File: src/rtl/mem_arbiter_if.sv
// Bus bundle between the two requesters, the arbiter and the memory port.
//
// Handshake: a requester raises <x>_req with <x>_we/<x>_addr/<x>_wdata stable
// and holds them until it sees the one-cycle <x>_gnt pulse. It may drop or
// change the request at the edge that ends the gnt cycle. Read data comes back
// as a one-cycle <x>_rvalid pulse with <x>_rdata, one cycle after the gnt.
// Dropping <x>_req before a gnt withdraws the request.
interface mem_arbiter_if #(
    parameter int MEM_WIDTH  = 8,
    parameter int ADDR_WIDTH = 8,
    parameter int NUM_BYTES  = MEM_WIDTH / 8
);
    logic                  a_req;
    logic                  a_we;
    logic [ADDR_WIDTH-1:0] a_addr;
    logic [MEM_WIDTH-1:0]  a_wdata;
    logic                  a_gnt;
    logic                  a_rvalid;
    logic [MEM_WIDTH-1:0]  a_rdata;

    logic                  b_req;
    logic                  b_we;
    logic [ADDR_WIDTH-1:0] b_addr;
    logic [MEM_WIDTH-1:0]  b_wdata;
    logic                  b_gnt;
    logic                  b_rvalid;
    logic [MEM_WIDTH-1:0]  b_rdata;

    logic [NUM_BYTES-1:0]  mem_we;
    logic [ADDR_WIDTH-1:0] mem_addr;
    logic [MEM_WIDTH-1:0]  mem_din;
    logic [MEM_WIDTH-1:0]  mem_dout;

    // Arbiter side
    modport slave (
        input  a_req, a_we, a_addr, a_wdata,
        output a_gnt, a_rvalid, a_rdata,
        input  b_req, b_we, b_addr, b_wdata,
        output b_gnt, b_rvalid, b_rdata,
        output mem_we, mem_addr, mem_din,
        input  mem_dout
    );

    // Requester and memory side
    modport master (
        output a_req, a_we, a_addr, a_wdata,
        input  a_gnt, a_rvalid, a_rdata,
        output b_req, b_we, b_addr, b_wdata,
        input  b_gnt, b_rvalid, b_rdata,
        input  mem_we, mem_addr, mem_din,
        output mem_dout
    );
endinterface

File: src/rtl/mem_arbiter.sv
// Round-robin arbiter sharing one single-port synchronous memory (1-cycle read
// latency) between requesters A and B. The winner's fields are latched on the
// IDLE edge, so later changes on the request side cannot disturb the access.
module mem_arbiter #(
    parameter int MEM_WIDTH  = 8,
    parameter int ADDR_WIDTH = 8,
    parameter int NUM_BYTES  = MEM_WIDTH / 8
) (
    input  logic           clk,
    input  logic           rst_n,
    mem_arbiter_if.slave   bus,
    output logic [5:0]     state_leds
);

    typedef enum logic [1:0] {
        IDLE   = 2'd0,
        ACCESS = 2'd1,
        RESP   = 2'd2
    } state_e;

    state_e                state_q, state_d;
    logic                  owner_q, owner_d;     // 0 = A, 1 = B
    logic                  prio_b_q, prio_b_d;   // 1 = B wins the next contention
    logic [ADDR_WIDTH-1:0] addr_q, addr_d;
    logic                  we_q, we_d;
    logic [MEM_WIDTH-1:0]  wdata_q, wdata_d;
    logic                  a_gnt_q, a_gnt_d;
    logic                  b_gnt_q, b_gnt_d;
    logic                  a_rvalid_q, a_rvalid_d;
    logic                  b_rvalid_q, b_rvalid_d;
    logic [NUM_BYTES-1:0]  mem_we_q, mem_we_d;
    logic                  pick_b;

    // Next state, latched access fields and next-cycle output decode
    always_comb begin
        state_d  = state_q;
        owner_d  = owner_q;
        prio_b_d = prio_b_q;
        addr_d   = addr_q;
        we_d     = we_q;
        wdata_d  = wdata_q;
        pick_b   = 1'b0;

        case (state_q)
            IDLE: begin
                if (bus.a_req || bus.b_req) begin
                    // A lone requester always wins; priority only breaks ties
                    pick_b  = bus.b_req && (!bus.a_req || prio_b_q);
                    owner_d = pick_b;
                    addr_d  = pick_b ? bus.b_addr  : bus.a_addr;
                    we_d    = pick_b ? bus.b_we    : bus.a_we;
                    wdata_d = pick_b ? bus.b_wdata : bus.a_wdata;
                    state_d = ACCESS;
                end
            end
            ACCESS: begin
                // The requester just served loses the next tie
                prio_b_d = ~owner_q;
                state_d  = we_q ? IDLE : RESP;
            end
            RESP:    state_d = IDLE;
            default: state_d = IDLE;
        endcase

        // Outputs decoded from the next state so they leave straight from flops
        a_gnt_d    = (state_d == ACCESS) && !owner_d;
        b_gnt_d    = (state_d == ACCESS) &&  owner_d;
        a_rvalid_d = (state_d == RESP)   && !owner_d;
        b_rvalid_d = (state_d == RESP)   &&  owner_d;
        mem_we_d   = {NUM_BYTES{(state_d == ACCESS) && we_d}};
    end

    // State and output registers; reset aborts any access in flight
    always_ff @(posedge clk or negedge rst_n) begin
        if (!rst_n) begin
            state_q    <= IDLE;
            owner_q    <= 1'b0;
            prio_b_q   <= 1'b0;
            addr_q     <= '0;
            we_q       <= 1'b0;
            wdata_q    <= '0;
            a_gnt_q    <= 1'b0;
            b_gnt_q    <= 1'b0;
            a_rvalid_q <= 1'b0;
            b_rvalid_q <= 1'b0;
            mem_we_q   <= '0;
        end else begin
            state_q    <= state_d;
            owner_q    <= owner_d;
            prio_b_q   <= prio_b_d;
            addr_q     <= addr_d;
            we_q       <= we_d;
            wdata_q    <= wdata_d;
            a_gnt_q    <= a_gnt_d;
            b_gnt_q    <= b_gnt_d;
            a_rvalid_q <= a_rvalid_d;
            b_rvalid_q <= b_rvalid_d;
            mem_we_q   <= mem_we_d;
        end
    end

    // Memory port always shows the latched access, so it never glitches
    assign bus.mem_we   = mem_we_q;
    assign bus.mem_addr = addr_q;
    assign bus.mem_din  = wdata_q;

    // Read data is forced to zero whenever its valid is low
    assign bus.a_gnt    = a_gnt_q;
    assign bus.b_gnt    = b_gnt_q;
    assign bus.a_rvalid = a_rvalid_q;
    assign bus.b_rvalid = b_rvalid_q;
    assign bus.a_rdata  = a_rvalid_q ? bus.mem_dout : '0;
    assign bus.b_rdata  = b_rvalid_q ? bus.mem_dout : '0;

    assign state_leds = {2'b00, owner_q, prio_b_q, state_q};

endmodule

File: src/flat_wrapper.sv
// flat-port wrapper written by rule: the top's interface ports become plain ports
module mem_arbiter_flat 
#(
    parameter int MEM_WIDTH  = 8,
    parameter int ADDR_WIDTH = 8,
    parameter int NUM_BYTES  = MEM_WIDTH / 8
)
  (clk, rst_n, state_leds, bus_a_req, bus_a_we, bus_a_addr, bus_a_wdata, bus_a_gnt, bus_a_rvalid, bus_a_rdata, bus_b_req, bus_b_we, bus_b_addr, bus_b_wdata, bus_b_gnt, bus_b_rvalid, bus_b_rdata, bus_mem_we, bus_mem_addr, bus_mem_din, bus_mem_dout);
  mem_arbiter_if #(.MEM_WIDTH(MEM_WIDTH), .ADDR_WIDTH(ADDR_WIDTH), .NUM_BYTES(NUM_BYTES)) bus_i ();
  input  logic clk;
  input  logic rst_n;
  output logic [5:0] state_leds;
  input wire logic [$bits(bus_i.a_req)-1:0] bus_a_req;
  input wire logic [$bits(bus_i.a_we)-1:0] bus_a_we;
  input wire logic [$bits(bus_i.a_addr)-1:0] bus_a_addr;
  input wire logic [$bits(bus_i.a_wdata)-1:0] bus_a_wdata;
  output wire logic [$bits(bus_i.a_gnt)-1:0] bus_a_gnt;
  output wire logic [$bits(bus_i.a_rvalid)-1:0] bus_a_rvalid;
  output wire logic [$bits(bus_i.a_rdata)-1:0] bus_a_rdata;
  input wire logic [$bits(bus_i.b_req)-1:0] bus_b_req;
  input wire logic [$bits(bus_i.b_we)-1:0] bus_b_we;
  input wire logic [$bits(bus_i.b_addr)-1:0] bus_b_addr;
  input wire logic [$bits(bus_i.b_wdata)-1:0] bus_b_wdata;
  output wire logic [$bits(bus_i.b_gnt)-1:0] bus_b_gnt;
  output wire logic [$bits(bus_i.b_rvalid)-1:0] bus_b_rvalid;
  output wire logic [$bits(bus_i.b_rdata)-1:0] bus_b_rdata;
  output wire logic [$bits(bus_i.mem_we)-1:0] bus_mem_we;
  output wire logic [$bits(bus_i.mem_addr)-1:0] bus_mem_addr;
  output wire logic [$bits(bus_i.mem_din)-1:0] bus_mem_din;
  input wire logic [$bits(bus_i.mem_dout)-1:0] bus_mem_dout;
  assign bus_i.a_req = bus_a_req;
  assign bus_i.a_we = bus_a_we;
  assign bus_i.a_addr = bus_a_addr;
  assign bus_i.a_wdata = bus_a_wdata;
  assign bus_a_gnt = bus_i.a_gnt;
  assign bus_a_rvalid = bus_i.a_rvalid;
  assign bus_a_rdata = bus_i.a_rdata;
  assign bus_i.b_req = bus_b_req;
  assign bus_i.b_we = bus_b_we;
  assign bus_i.b_addr = bus_b_addr;
  assign bus_i.b_wdata = bus_b_wdata;
  assign bus_b_gnt = bus_i.b_gnt;
  assign bus_b_rvalid = bus_i.b_rvalid;
  assign bus_b_rdata = bus_i.b_rdata;
  assign bus_mem_we = bus_i.mem_we;
  assign bus_mem_addr = bus_i.mem_addr;
  assign bus_mem_din = bus_i.mem_din;
  assign bus_i.mem_dout = bus_mem_dout;
  mem_arbiter #(.MEM_WIDTH(MEM_WIDTH), .ADDR_WIDTH(ADDR_WIDTH), .NUM_BYTES(NUM_BYTES)) u_core (.clk(clk), .rst_n(rst_n), .bus(bus_i), .state_leds(state_leds));
endmodule
File: config.mk
export PLATFORM = sky130hd
export DESIGN_NAME = mem_arbiter_flat
export DESIGN_NICKNAME = d
export VERILOG_FILES = /design/src/rtl/mem_arbiter_if.sv /design/src/rtl/mem_arbiter.sv /design/src/flat_wrapper.sv
export SDC_FILE = /design/constraint.sdc
export NUM_CORES = 1
export LEC_CHECK = 0
export BUFFER_PORTS_ARGS = -buffer_cell sky130_fd_sc_hd__buf_4
export CAP_MARGIN = 10
export CORE_AREA = 2 2 67 50
export CTS_CLUSTER_SIZE = 28
export DETAILED_ROUTE_END_ITERATION = 7
export DIE_AREA = 0 0 69 52
export PLACE_DENSITY = 0.82
export SETUP_SLACK_MARGIN = 0.15
export SYNTH_ARGS = -nofsm -noshare
export SYNTH_HDL_FRONTEND = slang
export SYNTH_SLANG_ARGS = --single-unit
export TNS_END_PERCENT = 30
File: constraint.sdc
create_clock -name clk -period 3.8 [get_ports clk]
set_input_delay 0.19 -clock clk [delete_from_list [all_inputs] [get_ports clk]]
set_output_delay 0.19 -clock clk [all_outputs]
set_load 0.1 [all_outputs]
# Word level (Yosys, flattened, before mapping)
# Index checks and enable logic that the tools add are counted.
# totals
latch_bits	0
mem_bits_rw	0
regBits	26
output_inout_bits	43
n_memories	0
input_bits	46
mem_bits_ro	0
# classes
shifts	0
n_lt_le_gt_ge	0
addsub	0
muxes	12
multipliers	0
n_div	0
eq_ne	3
reduce_logical	12
bitwise_logic	1
# ops
op	count
$mux W8	4
$logic_and A1 B1 Y1	6
$mux W1	5
$eq A2 B1 Y1 const B	2
$mux W2	2
$pmux W2 S2	1
$eq A2 B2 Y1 const B	1
$logic_not A1 Y1	2
$logic_not A2 Y1	1
$logic_or A1 B1 Y1	2
$reduce_and A2 Y1	1
$not A1 Y1	1

# Depth between registers and ports, before layout
# depth
word_depth	7
mapped_depth	5
depth_no_buf	3

# Least setup slack after synthesis
# Ideal clock, no wire load.
# synth_path
path_type	reg-to-output
start	register u_core.b_rvalid_q (netlist: u_core.bus.b_rvalid)
end	output bus_b_rdata[7]
slack_ns	1.774
path_buffers	0
arrival_time_ns	1.836
required_time_ns	3.610
stages_incl_launch_ff	2
path_cell_list	dfrtp_1 -> and2_1
# synth_between
elab_chain_cells	1
# synth_lines
element	line	text
start: declaration	mem_arbiter.sv:30	logic b_rvalid_q, b_rvalid_d;
start signal: assignment	mem_arbiter.sv:97	b_rvalid_q <= b_rvalid_d;
$mux W8	mem_arbiter.sv:113	assign bus.b_rdata = b_rvalid_q ? bus.mem_dout : '0;
end: declaration	flat_wrapper.sv:26	output wire logic [$bits(bus_i.b_rdata)-1:0] bus_b_rdata;
# Every way passes these cells.

# Worst setup path after layout
# layout_path
start	register u_core.state_q[1]
end	register u_core.wdata_q[0] (netlist: u_core.bus.mem_din[0])
# layout_between
elab_chain_cells	2
# layout_lines
element	line	text
start: declaration	mem_arbiter.sv:21	state_e state_q, state_d;
start signal: assignment	mem_arbiter.sv:88	state_q <= state_d;
$logic_not A2 Y1	mem_arbiter.sv:44	case (state_q)
$reduce_and A2 Y1 (no source line)	-	
end signal: assignment	mem_arbiter.sv:93	wdata_q <= wdata_d;
end: declaration	mem_arbiter.sv:26	logic [MEM_WIDTH-1:0] wdata_q, wdata_d;
# Every way passes these cells.
# A chain may end at the register's enable or synchronous reset.

==> key figures <==
Clock network
  – Clock Pin Slew Worst Setup and Hold Paths: 0.09 ns
  – Root buffer cell: clkbuf_8
  – Clock Latency Late Sink: 0.27 ns
  – TritonCTS clock tree: built
  – CTS H-tree depth: 1
  – CTS Buf Count: 3
  – Post-CTS setup repair buffer count: 0
  – Post-CTS Hold Buffers: 1
  – Post-cts resize count: 0
  – Max Root-Sink Buffers: 2
  – Clock Sinks: 26

Cells and area
  – Ant diodes: 0
  – Design area: 0.00190 mm^2
  – Most frequent cells in the layout: buf_4 (86), dfrtp_1 (26), and2_1 (18), and3_1 (18), a221o_1 (17)
  – Syn-to-layout area delta: 56.9%
  – Layout cell share with drive strength beyond 1: 0.503
  – Fill cell count: 244
  – Nets: 232
  – Commonest non-fill, non-tap cell in the layout: buf_4

Synthesis
  – Synth warn: 0
  – Mapped Cells: 103
  – Seq/Total Area, Yosys: 0.536
  – Mapped cell area: 0.00121 mm^2
  – Synth Register Bits: 26
  – Count of cell types in the netlist: 21
  – Syn Area/Cell: 11.8 um^2

Die
  – Rows: 17
  – Initial Util: 0.408
  – Die height: 52 um
  – Die ar.: 0.00359 mm^2
  – Horiz. Die Dim: 69 um
  – Core Region: 0.00298 mm^2
  – IO Pins: 89

Placed design
  – Routability cong.: 0.862
  – IO Port Bufs: 86
  – Post-place instance area: 0.00182 mm^2
  – Pre-CTS setup slack: 1.80 ns
  – Hpwl dp: 2630 um

Critical path
  – Largest stage delay on the critical path: 0.72 ns
  – Slowest CP cell: and3_1
  – Crit path cell chain: nor2_2, and3_1, a221o_1
  – Crit path required time: 4.01 ns
  – Worst setup path class: flip-flop to flip-flop
  – Worst Setup End Kind: flip-flop
  – Crit path DAT: 2.22 ns
  – Buf+Inv Stages, Crit Path: 0
  – Critical Path Start Type: flip-flop
  – CP max FO: 21
  – Cell family with most CP delay: simple AND/OR/NAND/NOR gates

Route
  – Pre-Repair DR Iteration Count: 4
  – Vias per std cell: 5.14
  – Wire per inst: 15.4 um
  – Via count: 1146
  – Final WL: 3430 um
  – Routed wl met2: 1730 um
  – DRC Markers: 0
  – DR WL met3: 361 um
  – Wl on met1: 1310 um
  – Starting DRT DRC Count: 37
  – Max Used Layer: met4
  – Post-DRT Antenna Nets: 0

GRT
  – Total gr overflow: 0
  – First-pass GRT wire length: 5550 um
  – Antenna violations before repair: 0
  – Vias in the first global route: 1172
  – Largest net degree at the start of global routing: 27
  – Total GRT Usage: 0.199

Timing
  – Max transition margin: 0.509
  – Final WS setup: 1.80 ns
  – Worst Tran Pin Value: 0.736 ns
  – Setup Skew: 0.00815 ns
  – Final min period: 2.00 ns
  – Fmax: 0.499 GHz
  – Fin Setup TNS: 0 ns
  – Max Slew Vio Count: 0
  – Setup Viol. Count Final: 0
  – Unrepaired setup endpoints after global routing: no
  – Final Cycle Share: 0.528
  – Final Hold Fails: 0

Min path
  – Worst Hold Class: input pin to flip-flop

Run status
  – Outcome: completed

Job
  – Max cap viols: 0
per-stage QoR:
step	instances	utilization	hold slack, ns
5_1_grt	223	0.639	0.133
4_1_cts	223	0.639	0.126
6_report	223	0.639	0.134
3_5_place_dp	218	0.612	0.113
3_3_place_gp	218	0.612	0.103
2_1_floorplan	104	-	-0.106
final timing paths:
path,slack [ns],from,end,cells past startpoint
max,1.80,u_core.state_q[1],u_core.bus.mem_din[0],3
min,0.13,bus_b_we,u_core.bus.mem_we,2
min in group asynchronous,0.35,rst_n,u_core.bus.mem_addr[1],2
max reg2reg,1.80,u_core.state_q[1],u_core.bus.mem_din[0],3
min reg2reg,0.49,u_core.we_q,u_core.bus.a_rvalid,1
max in group asynchronous,3.20,rst_n,u_core.bus.b_gnt,2
logic make-up after synthesis:
kind of cell | synth area share
AO/OA/AOI/OAI | 0.171
buffers and inverters | 0.0752
flip-flops | 0.536
other | 0.00309
AND/OR/NAND/NOR | 0.214
flip-flops by register name, summed over array words and instances, names as in the netlist:
name,cells
u_core.bus.mem_addr,8
u_core.prio_b_q,1
u_core.bus.mem_we,1
u_core.bus.b_rvalid,1
u_core.bus.a_gnt,1
u_core.bus.b_gnt,1
u_core.owner_q,1
u_core.bus.a_rvalid,1
u_core.bus.mem_din,8
u_core.we_q,1
u_core.state_q,2
Yosys cell counts, drive strengths merged:
cell type	count	area [um^2]
and2	18	113
nand2	1	3.75
a21o	1	7.51
buf	9	83.8
clkbuf	1	3.75
dfrtp	26	651
conb	1	3.75
nor2	3	13.8
a221o	17	170
o21ai	2	13.8
nor3	1	5.00
a21boi	1	11.3
inv	1	3.75
nand2b	2	12.5
a21oi	1	5.00
and3	18	113
cell type report:
type / count / area [um^2] / share of cell area
Timing Repair Buffer: 87 / 656 / 0.344
Sequential cell: 26 / 651 / 0.342
Multi-Input combinational cell: 67 / 475 / 0.250
Tap cell: 38 / 47.5 / 0.0250
Clock buffer: 3 / 41.3 / 0.0217
Clock inverter: 1 / 30.0 / 0.0158
Inverter: 1 / 3.75 / 0.00197
routing by layer:
layer  GRT usage  vias up
met3      0.0756        2
li1            -      536
met4      0.0556        0
met2       0.354       66
met1       0.229      542
met5           0        -
Power is not shown: default switching activity piles up to over one toggle a cycle in this logic, so the estimate is an artifact.
